==> config.mk <==
export PLATFORM = sky130hd
export DESIGN_NAME = mod_exp
export DESIGN_NICKNAME = d
export VERILOG_FILES = /design/src/rtl/mod_exp.sv
export SDC_FILE = /design/constraint.sdc
export NUM_CORES = 1
export LEC_CHECK = 0
export BUFFER_PORTS_ARGS = -buffer_cell sky130_fd_sc_hd__buf_2
export CAP_MARGIN = 20
export CORE_MARGIN = 2
export CORE_UTILIZATION = 35
export CTS_CLUSTER_DIAMETER = 50
export DETAILED_ROUTE_END_ITERATION = 7
export PLACE_DENSITY = 0.58
export RECOVER_POWER = 100
export SLEW_MARGIN = 20
export SYNTH_ARGS = -nofsm -noshare
export SYNTH_HDL_FRONTEND = slang
export SYNTH_SLANG_ARGS = --single-unit
==> constraint.sdc <==
create_clock -name clk -period 8.7 [get_ports clk]
set_input_delay 0.87 -clock clk [delete_from_list [all_inputs] [get_ports clk]]
set_output_delay 0.87 -clock clk [all_outputs]
set_load 0.005 [all_outputs]
==> src/rtl/mod_exp.sv <==
`timescale 1ns/1ps
// -----------------------------------------------------------------------------
// mod_exp : modular exponentiation z = x^e mod n, left-to-right
//           square-and-multiply around a single shared mod_mul instance.
//
// Optional feature macro: MOD_EXP_SKIP_LZ_EN
//   defined   : leading zero bits of e are skipped. The first real step is
//               acc = 1 * x, and e == 0 finishes without any modular multiply.
//   undefined : exactly e_bit squarings per operation, so the latency depends
//               only on popcount(e).
//   Results are identical in both builds.
//
// Ports
//   clk    in   1      rising-edge clock
//   rst    in   1      asynchronous active-high reset; aborts any operation
//   start  in   1      level request, sampled only in IDLE. After a capture it
//                      must be seen low for at least one cycle before it can
//                      trigger again.
//   x      in   n_bit  base (must be < n), captured together with start
//   e      in   e_bit  exponent, captured together with start
//   z      out  n_bit  registered result, held until the next result
//   done   out  1      one-cycle pulse; z is valid in the same cycle
//   busy   out  1      high from the cycle after capture through the done cycle
//
// mod_mul (also in this file) computes x*y mod n with normal-domain operands.
// It runs two Montgomery passes: mont(x, y) and then mont(., R^2 mod n).
// -----------------------------------------------------------------------------

module mod_mul #(
  parameter int               n_bit  = 7,
  parameter int               logr   = 5,
  parameter logic [n_bit-1:0] n      = 7'd79,
  parameter logic [logr-1:0]  p      = 5'd17,  // -n^-1 mod 2^logr
  parameter logic [n_bit-1:0] r2modn = 7'd9    // R^2 mod n, R = 2^(k*logr)
) (
  input  logic             clk,
  input  logic             rst_n,
  input  logic             start_i,
  input  logic [n_bit-1:0] x_i,
  input  logic [n_bit-1:0] y_i,
  output logic [n_bit-1:0] z_o,
  output logic             done_o
);

  localparam int K  = (n_bit + logr - 1) / logr;  // radix-2^logr digits per operand
  localparam int BW = K * logr;
  localparam int TW = n_bit + logr + 2;           // holds t + a*d + q*n (t < 2n)
  localparam int CW = (K > 1) ? $clog2(K) : 1;

  typedef enum logic [1:0] {M_IDLE, M_RUN, M_DONE} mstate_t;

  mstate_t          state_q, state_d;
  logic [n_bit-1:0] a_q, a_d;
  logic [BW-1:0]    b_q, b_d;
  logic [TW-1:0]    t_q, t_d;
  logic [CW-1:0]    cnt_q, cnt_d;
  logic             pass_q, pass_d;   // 0: mont(x,y)  1: mont(., R^2 mod n)
  logic [n_bit-1:0] z_q, z_d;

  logic [TW-1:0]    sum_ab, sum_qn, t_next, t_red;
  logic [logr-1:0]  q_dig;

  // One Montgomery digit step: t = (t + a*b_j + q*n) / 2^logr.
  always_comb begin
    sum_ab = t_q + TW'(a_q) * TW'(b_q[logr-1:0]);
    q_dig  = sum_ab[logr-1:0] * p;
    sum_qn = sum_ab + TW'(q_dig) * TW'(n);
    t_next = sum_qn >> logr;
    t_red  = (t_next >= TW'(n)) ? t_next - TW'(n) : t_next;
  end

  always_comb begin
    // NOTE: every variable gets a default first, so no path through the
    // case statement can leave one unassigned and infer a latch.
    state_d = state_q;
    a_d     = a_q;
    b_d     = b_q;
    t_d     = t_q;
    cnt_d   = cnt_q;
    pass_d  = pass_q;
    z_d     = z_q;
    unique case (state_q)
      M_IDLE: begin
        if (start_i) begin
          a_d     = x_i;
          b_d     = BW'(y_i);
          t_d     = '0;
          cnt_d   = '0;
          pass_d  = 1'b0;
          state_d = M_RUN;
        end
      end
      M_RUN: begin
        t_d   = t_next;
        b_d   = b_q >> logr;
        cnt_d = cnt_q + 1'b1;
        if (cnt_q == CW'(K - 1)) begin
          if (!pass_q) begin
            // Result is x*y*R^-1; a second pass with R^2 restores the normal domain.
            a_d    = t_red[n_bit-1:0];
            b_d    = BW'(r2modn);
            t_d    = '0;
            cnt_d  = '0;
            pass_d = 1'b1;
          end else begin
            z_d     = t_red[n_bit-1:0];
            state_d = M_DONE;
          end
        end
      end
      M_DONE:  state_d = M_IDLE;
      default: state_d = M_IDLE;
    endcase
  end

  // NOTE: sequential state uses non-blocking assignments only, so every
  // register samples the pre-edge values regardless of statement order.
  always_ff @(posedge clk or negedge rst_n) begin
    if (!rst_n) begin
      state_q <= M_IDLE;
      a_q     <= '0;
      b_q     <= '0;
      t_q     <= '0;
      cnt_q   <= '0;
      pass_q  <= 1'b0;
      z_q     <= '0;
    end else begin
      state_q <= state_d;
      a_q     <= a_d;
      b_q     <= b_d;
      t_q     <= t_d;
      cnt_q   <= cnt_d;
      pass_q  <= pass_d;
      z_q     <= z_d;
    end
  end

  assign z_o    = z_q;
  assign done_o = (state_q == M_DONE);

endmodule

module mod_exp #(
  parameter int               n_bit  = 7,
  parameter int               e_bit  = 8,
  parameter int               logr   = 5,
  parameter logic [n_bit-1:0] n      = 7'd79,
  parameter logic [logr-1:0]  p      = 5'd17,
  parameter logic [n_bit-1:0] R2modn = 7'd9
) (
  input  logic             clk,
  input  logic             rst,
  input  logic             start,
  input  logic [n_bit-1:0] x,
  input  logic [e_bit-1:0] e,
  output logic [n_bit-1:0] z,
  output logic             done,
  output logic             busy
);

  localparam int IW = (e_bit > 1) ? $clog2(e_bit) : 1;

  typedef enum logic [2:0] {
    S_IDLE = 3'd0,
    S_SQR  = 3'd1,
    S_CHK  = 3'd2,
    S_MUL  = 3'd3,
    S_NXT  = 3'd4,
    S_FIN  = 3'd5
  } state_t;

  state_t           state_q, state_d;
  logic [n_bit-1:0] xr_q, xr_d;
  logic [e_bit-1:0] er_q, er_d;
  logic [n_bit-1:0] acc_q, acc_d;
  logic [IW-1:0]    i_q, i_d;
  logic [n_bit-1:0] z_q, z_d;
  logic             done_q, done_d;
  logic             armed_q, armed_d;  // start has been seen low since the last capture

  logic             mm_start, mm_done;
  logic [n_bit-1:0] mm_x, mm_y, mm_z;

`ifdef MOD_EXP_SKIP_LZ_EN
  function automatic logic [IW-1:0] msb_idx(input logic [e_bit-1:0] v);
    msb_idx = '0;
    for (int k = 0; k < e_bit; k++) begin
      if (v[k]) msb_idx = IW'(k);
    end
  endfunction
`endif

  // CHK and NXT hold mm_start low, so mod_mul always sees a low cycle
  // between two operations and cannot retrigger on a stale request.
  assign mm_start = (state_q == S_SQR) || (state_q == S_MUL);
  assign mm_x     = acc_q;
  assign mm_y     = (state_q == S_MUL) ? xr_q : acc_q;

  mod_mul #(
    .n_bit  (n_bit),
    .logr   (logr),
    .n      (n),
    .p      (p),
    .r2modn (R2modn)
  ) u_mod_mul (
    .clk     (clk),
    .rst_n   (~rst),
    .start_i (mm_start),
    .x_i     (mm_x),
    .y_i     (mm_y),
    .z_o     (mm_z),
    .done_o  (mm_done)
  );

  always_comb begin
    state_d = state_q;
    xr_d    = xr_q;
    er_d    = er_q;
    acc_d   = acc_q;
    i_d     = i_q;
    z_d     = z_q;
    done_d  = 1'b0;
    armed_d = start ? armed_q : 1'b1;
    unique case (state_q)
      S_IDLE: begin
        if (start && armed_q) begin
          xr_d    = x;
          er_d    = e;
          acc_d   = n_bit'(1);
          armed_d = 1'b0;
`ifdef MOD_EXP_SKIP_LZ_EN
          if (e == '0) begin
            state_d = S_FIN;
          end else begin
            // acc = 1 here, so the squarings above the top set bit are no-ops.
            i_d     = msb_idx(e);
            state_d = S_CHK;
          end
`else
          i_d     = IW'(e_bit - 1);
          state_d = S_SQR;
`endif
        end
      end
      S_SQR: begin
        if (mm_done) begin
          acc_d   = mm_z;
          state_d = S_CHK;
        end
      end
      S_CHK: state_d = er_q[i_q] ? S_MUL : S_NXT;
      S_MUL: begin
        if (mm_done) begin
          acc_d   = mm_z;
          state_d = S_NXT;
        end
      end
      S_NXT: begin
        if (i_q == '0) begin
          state_d = S_FIN;
        end else begin
          i_d     = i_q - 1'b1;
          state_d = S_SQR;
        end
      end
      S_FIN: begin
        z_d     = acc_q;
        done_d  = 1'b1;
        state_d = S_IDLE;
      end
      default: state_d = S_IDLE;
    endcase
  end

  always_ff @(posedge clk or posedge rst) begin
    if (rst) begin
      state_q <= S_IDLE;
      xr_q    <= '0;
      er_q    <= '0;
      acc_q   <= n_bit'(1);
      i_q     <= '0;
      z_q     <= '0;
      done_q  <= 1'b0;
      armed_q <= 1'b1;
    end else begin
      state_q <= state_d;
      xr_q    <= xr_d;
      er_q    <= er_d;
      acc_q   <= acc_d;
      i_q     <= i_d;
      z_q     <= z_d;
      done_q  <= done_d;
      armed_q <= armed_d;
    end
  end

  assign z    = z_q;
  assign done = done_q;
  // done_q is registered out of FIN, so the state is already IDLE in the done cycle.
  assign busy = (state_q != S_IDLE) || done_q;

endmodule

After elaboration in Yosys (flattened, before gate mapping)
Cells that the tools add are included.
W data, S select, Z words.
- equality and inequality tests: 16
- muxes and demuxes: 42
- multiply operators: 3
- divide/modulo/power cells: 0
- bitwise operators: 0
- shift-type cells: 0
- order comparisons: 2
- add/sub/neg operators: 5
- reduce and logical (&&, ||, !) cells: 20
- operator list (cell ; count):
    $mux W7 ; 7
    $add A14 B12 Y14 ; 2
    $pmux W14 S2 ; 1
    $pmux W7 S2 ; 2
    $mux W3 ; 7
    $mux W10 ; 2
    $pmux W10 S2 ; 1
    $mux W9 ; 2
    $reduce_and A3 Y1 ; 6
    $pmux W3 S5 ; 1
    $mux W14 ; 1
    $mul A5 B7 Y12 const B ; 1
    $mul A7 B5 Y12 ; 1
    $ne A2 B2 Y1 const B ; 6
    $ge A9 B7 Y1 const B ; 1
    $mux W1 ; 9
    $sub A7 B7 Y7 const B ; 1
    $eq A3 B2 Y1 const B ; 2
    $eq A3 B3 Y1 const B ; 2
    $logic_not A3 Y1 ; 2
    $mux W2 ; 3
    $ne A2 B1 Y1 const B ; 3
    $pmux W3 S2 ; 1
    $reduce_bool A2 Y1 ; 3
    other kinds (18) ; 21
- memory bits (read-only): 0
- memories: 0
- word-level logic and storage cells: 103
- flip-flop bits (word level): 79
- latch bits: 0
- RAM bits: 0

Logic depth before layout (Yosys ltp)
- depth after elaboration: 10
- mapped depth: 28
- mapped depth without buffers: 27

Modules after synthesis
From an unflattened synthesis, not the netlist that was laid out.
- cells, all modules: 581
- area total of the unflattened synthesis: 5701.7 um^2
- modules (own cells, without submodules) (module ; times used ; cells an instance ; area an instance (um^2)):
    mod_mul ; 1 ; 424 ; 3925.0
    mod_exp ; 1 ; 157 ; 1776.7

Least setup slack after synthesis
No wires, ideal clock.
- kind: reg-to-reg
- from: reg u_mod_mul.b_q[1]
- to: reg u_mod_mul.a_q[4]
- buffers on the path: 0
- slack: 1.694 ns
- arrival: 6.913 ns
- cell stages (with the launch flop): 24
- cells stage by stage: dfrtp_1 > and2_1 > fa_1 > inv_1 > fa_1 > fa_1 > inv_1 > ha_1 > xnor2_1 > xnor2_1 > inv_1 > fa_1 > fa_1 > inv_1 > fa_1 > ha_1 > nand2b_1 > o31ai_4 > xor2_1 > ha_1 > a32o_2 > o21ai_4 > o31a_1 > a221oi_2
- longest elaborated chain between the ends: 10
- elaborated cells between the ends (all ways): 11
- those cells by class: 3 x add/sub; 3 x mul; 1 x order compare; 4 x mux
- ends and longest elaborated chain (what ; RTL line ; source):
    start, declared ; 54 ; logic [BW-1:0] b_q, b_d;
    start signal, assigned ; 122 ; b_q <= '0;
    start signal, assigned ; 130 ; b_q <= b_d;
    $mul A7 B5 Y12 (*) ; 65 ; sum_ab = t_q + TW'(a_q) * TW'(b_q[logr-1:0]);
    $add A14 B12 Y14 (*) ; 65 ;
    $mul A5 B5 Y5 ; 66 ; q_dig = sum_ab[logr-1:0] * p;
    $mul A5 B7 Y12 ; 67 ; sum_qn = sum_ab + TW'(q_dig) * TW'(n);
    $add A14 B12 Y14 (*) ; 67 ;
    $ge A9 B7 Y1 or $sub A7 B7 Y7 (tied branches) ; 69 ; t_red = (t_next >= TW'(n)) ? t_next - TW'(n) : t_next;
    $mux W7 (*) ; 69 ;
    $mux W7 (*) ; 98 ; if (!pass_q) begin
    $mux W7 (*) ; 97 ; if (cnt_q == CW'(K - 1)) begin
    $pmux W7 S2 (*) ; 82 ; unique case (state_q)
    end signal, assigned ; 121 ; a_q <= '0;
    end signal, assigned ; 129 ; a_q <= a_d;
    end, declared ; 53 ; logic [n_bit-1:0] a_q, a_d;
Mark *: on every way between the ends. The rest lies on a longest branch, timed or not. The select of a mux whose other input is x is not followed.
A chain may end at the register's enable or synchronous reset.

Final worst setup path
Ends and elaborated chain as after synthesis.

==> run_results.csv <==
group,metric,value,unit
floorplan,start_util,0.361,
sta,slew_headroom,-1.52,
clock_network,cts_setup_buffers,0,
logic_synthesis,yosys.cell_types.count,63,
grt,grt_busiest_layer,"met2",
sta,drv_slew,72,
grt,grt_pass1_vias,4191,
final_layout,n_fill_cell,1543,
status,status,"finished with violations",
placed_design,place_hpwl,9690,um
floorplan,placementRows,45,
critical_path,crit_fanout,8,
floorplan,io_pins,27,
grt,antenna_found_initial,0,
grt,use_met1,0.221,
logic_synthesis,netlist_area,0.00553,sq mm
clock_network,numCtsBuffers,9,
run,drv_cap,1,
clock_network,path_clk_slew,60,ps
logic_synthesis,synth_nets,671,
logic_synthesis,async_reset_ff_frac,1.00,
logic_synthesis,ys_ff_latch,71,
clock_network,root_buffer,"clkbuf_16",
sta,worst_pin_slew,3780,ps
floorplan,die_y,130,um
clock_network,htreeDepth,3,
sta,fin_crit_sh,0.906,
sta,hold_viol_final,0,
logic_synthesis,synthCells,565,
detailed_routing,antenna_left,0,
final_layout,diodes,0,
grt,met2_usage,0.249,
clock_network,ctsResizeCount,0,
detailed_routing,drc,0,
sta,setup_viol,0,
critical_path,worstPathCellList,"and2_1 -> fa_1 -> inv_1 -> fa_1 -> fa_1 -> inv_1 -> ha_1 -> xnor2_1 -> xnor2_1 -> inv_1 -> fa_1 -> fa_1 -> inv_1 -> fa_1 -> ha_1 -> nand2b_1 -> o31ai_1 -> xor2_1 -> ha_1 -> a32o_2 -> o21ai_4 -> o31a_1 -> a221oi_2",
sta,fin_skew,8.59,ps
final_layout,synthToLayoutAreaGrowth,10.8,%
critical_path,cpLargestDelayFamily,"adder cells",
sta,grt_setup_unrepaired,"no",
clock_network,cts_sinks,71,
sta,layout_min_cycle_time,7890,ps
floorplan,core_area,0.0153,sq mm
critical_path,path_buf_inv,4,
clock_network,insertion_delay,330,ps
grt,grt_max_degree,72,
detailed_routing,drt-total-wl,12000,um
critical_path,crit_slowest_cell,"o31ai_1",
status,violations,"capacitance limit, slew limit",
detailed_routing,post_drt_via_cell_ratio,4.96,
detailed_routing,wl_per_cell,14.8,um
grt,grt_usage,0.155,
detailed_routing,vias,4008,
logic_synthesis,yosys_warnings,0,
placed_design,globalplace.congestion,0.840,
critical_path,rrSetupSlack,810,ps
placed_design,portBuffers,26,
critical_path,worst_path_largest_cell_delay,710,ps
detailed_routing,dr.pass1.iters,4,
logic_synthesis,synth-edff-count,0,
clock_network,hold_buffers,0,
floorplan,die_area,0.0168,sq mm
clock_network,clock_path_buffers,2,
logic_synthesis,avgSynthCellArea,9.79,sq um
logic_synthesis,ys_seq_area_frac,0.322,
grt,grt-ovfl-total,0,
critical_path,arrival,8120,ps
critical_path,critPathKind,"register to register",
clock_network,cts_tree,"built",
critical_path,end_kind,"register",
hold_path,hold_class,"register to register",
floorplan,die_width,130,um
logic_synthesis,synth-main-ff-cell,"dfrtp_1",
sta,setup_tns,0,ps
final_layout,drive_above_1_share,0.112,
critical_path,cp-start-kind,"register",
detailed_routing,drt_iter0_drc,230,
grt,grt_util_met3,0.0221,
critical_path,cpMostUsedCell,"fa_1",
grt,grt_pass1_wl,20700,um
critical_path,cp.required,8930,ps
sta,fmax,127,MHz
final_layout,final_nets,698,
## flip-flops by register name, indices dropped and copies added (netlist names), 2 cells and up
register,cells
u_mod_mul.t_q,9
i_q,3
acc_q,7
u_mod_mul.b_q,7
u_mod_mul.state_q,2
z,7
u_mod_mul.a_q,7
state_q,3
u_mod_mul.z_o,7
xr_q,7
er_q,8
## cells in the final DEF (no fill, tap or decap), types with 4 or more instances in the layout
cell | netlist | routed
a21o_1 | 4 | 4
a21oi_1 | 30 | 30
a221oi_1 | 5 | 6
a22o_1 | 6 | 6
a31oi_1 | 4 | 4
and2_1 | 25 | 25
buf_2 | 1 | 19
clkbuf_1 | 9 | 10
clkbuf_16 | 0 | 9
dfrtp_1 | 69 | 69
fa_1 | 36 | 36
ha_1 | 52 | 52
inv_1 | 68 | 67
mux2_2 | 15 | 15
mux2i_1 | 8 | 8
nand2_1 | 74 | 74
nand2b_1 | 5 | 5
nand3_1 | 8 | 8
nor2_1 | 30 | 30
nor2b_1 | 4 | 4
nor3_1 | 9 | 9
o21ai_0 | 32 | 35
xnor2_1 | 12 | 12
xor2_1 | 7 | 7
## worst reg2reg max path, cell delays in order (launching register included)
cell and delay [ps]:
dfrtp_1 440, and2_1 200, fa_1 500, inv_1 50, fa_1 460, fa_1 540, inv_1 40, ha_1 320
xnor2_1 290, xnor2_1 220, inv_1 180, fa_1 570, fa_1 560, inv_1 60, fa_1 480, ha_1 320
nand2b_1 130, o31ai_1 710, xor2_1 470, ha_1 280, a32o_2 260, o21ai_4 100, o31a_1 320, a221oi_2 280
## routing by layer
layer,part of all wire,wire length (um)
met1,0.49,5820
met2,0.47,5700
met3,0.028,339
met4,0.011,134
met5,0,0
## cell type report
cell class	count	area [sq um]	area share
Sequential cell	71	1780	0.290
Timing Repair Buffer	28	129	0.0210
Tap cell	211	264	0.0431
Clock inverter	6	61.3	0.0100
Multi-Input combinational cell	414	3410	0.557
Inverter	68	255	0.0416
Clock buffer	10	229	0.0373
## path summary, 6_finish.rpt
path	startpoint	endpoint	cells past startpoint
max in group asynchronous	rst	u_mod_mul.state_q[1]	3
min reg2reg	armed_q	armed_q	2
max	u_mod_mul.b_q[1]	u_mod_mul.a_q[4]	23
max reg2reg	u_mod_mul.b_q[1]	u_mod_mul.a_q[4]	23
min in group asynchronous	rst	er_q[2]	3
min	armed_q	armed_q	2
## synth_stat cells (2+ instances only)
library cell / number / area share
a21oi_1: 30 / 0.027
o31ai_4: 2 / 0.0077
xor2_1: 7 / 0.011
a221oi_2: 2 / 0.0054
a21o_1: 4 / 0.0054
o31a_1: 2 / 0.0032
a211oi_1: 2 / 0.0027
dfstp_2: 2 / 0.0095
fa_1: 36 / 0.13
a221oi_1: 5 / 0.0079
xnor2_1: 12 / 0.019
ha_1: 52 / 0.12
o211a_1: 2 / 0.0036
nor2b_1: 4 / 0.0045
a31oi_1: 4 / 0.0045
nand3_1: 8 / 0.0072
o21ai_1: 3 / 0.0027
a22o_1: 6 / 0.0095
dfrtp_1: 69 / 0.31
o21ai_0: 32 / 0.029
nand2_1: 74 / 0.050
and2_1: 25 / 0.028
mux4_2: 2 / 0.0081
nand2b_1: 5 / 0.0057
or3_1: 3 / 0.0034
o21bai_1: 2 / 0.0027
nor2_1: 30 / 0.020
nor3_1: 9 / 0.0081
mux2_2: 15 / 0.031
inv_1: 68 / 0.046
clkbuf_1: 9 / 0.0061
mux2i_1: 8 / 0.014
## stage by stage
stage                     hold slack (ps)  worst slack [ps]  instances  cell area (sq um)   util
after detailed placement              458              1140        792               5900  0.385
final                                 473               815        808               6130  0.400
after CTS                             473              1070        808               6190  0.404
after global placement                460              1340        792               5890  0.385
after global routing                  506               304        808               6130  0.400
after floorplan                       450              1690        565               5530      -
## logic make-up (layout without fill, tap and decap cells)
kind of cell               count (synthesis)  count (layout)  synth area share
and+or+nand+nor                          167             167             0.142
DFF                                       71              71             0.322
muxes                                     25              25            0.0531
AOI/OAI and AO/OA                        114             114             0.146
adders and majority gates                 88              88             0.248
buffers and inverters                     80             112            0.0567
xor gates and xnor gates                  20              20            0.0330
Power is not shown: default switching activity piles up to over one toggle a cycle in this logic, so the estimate is an artifact.
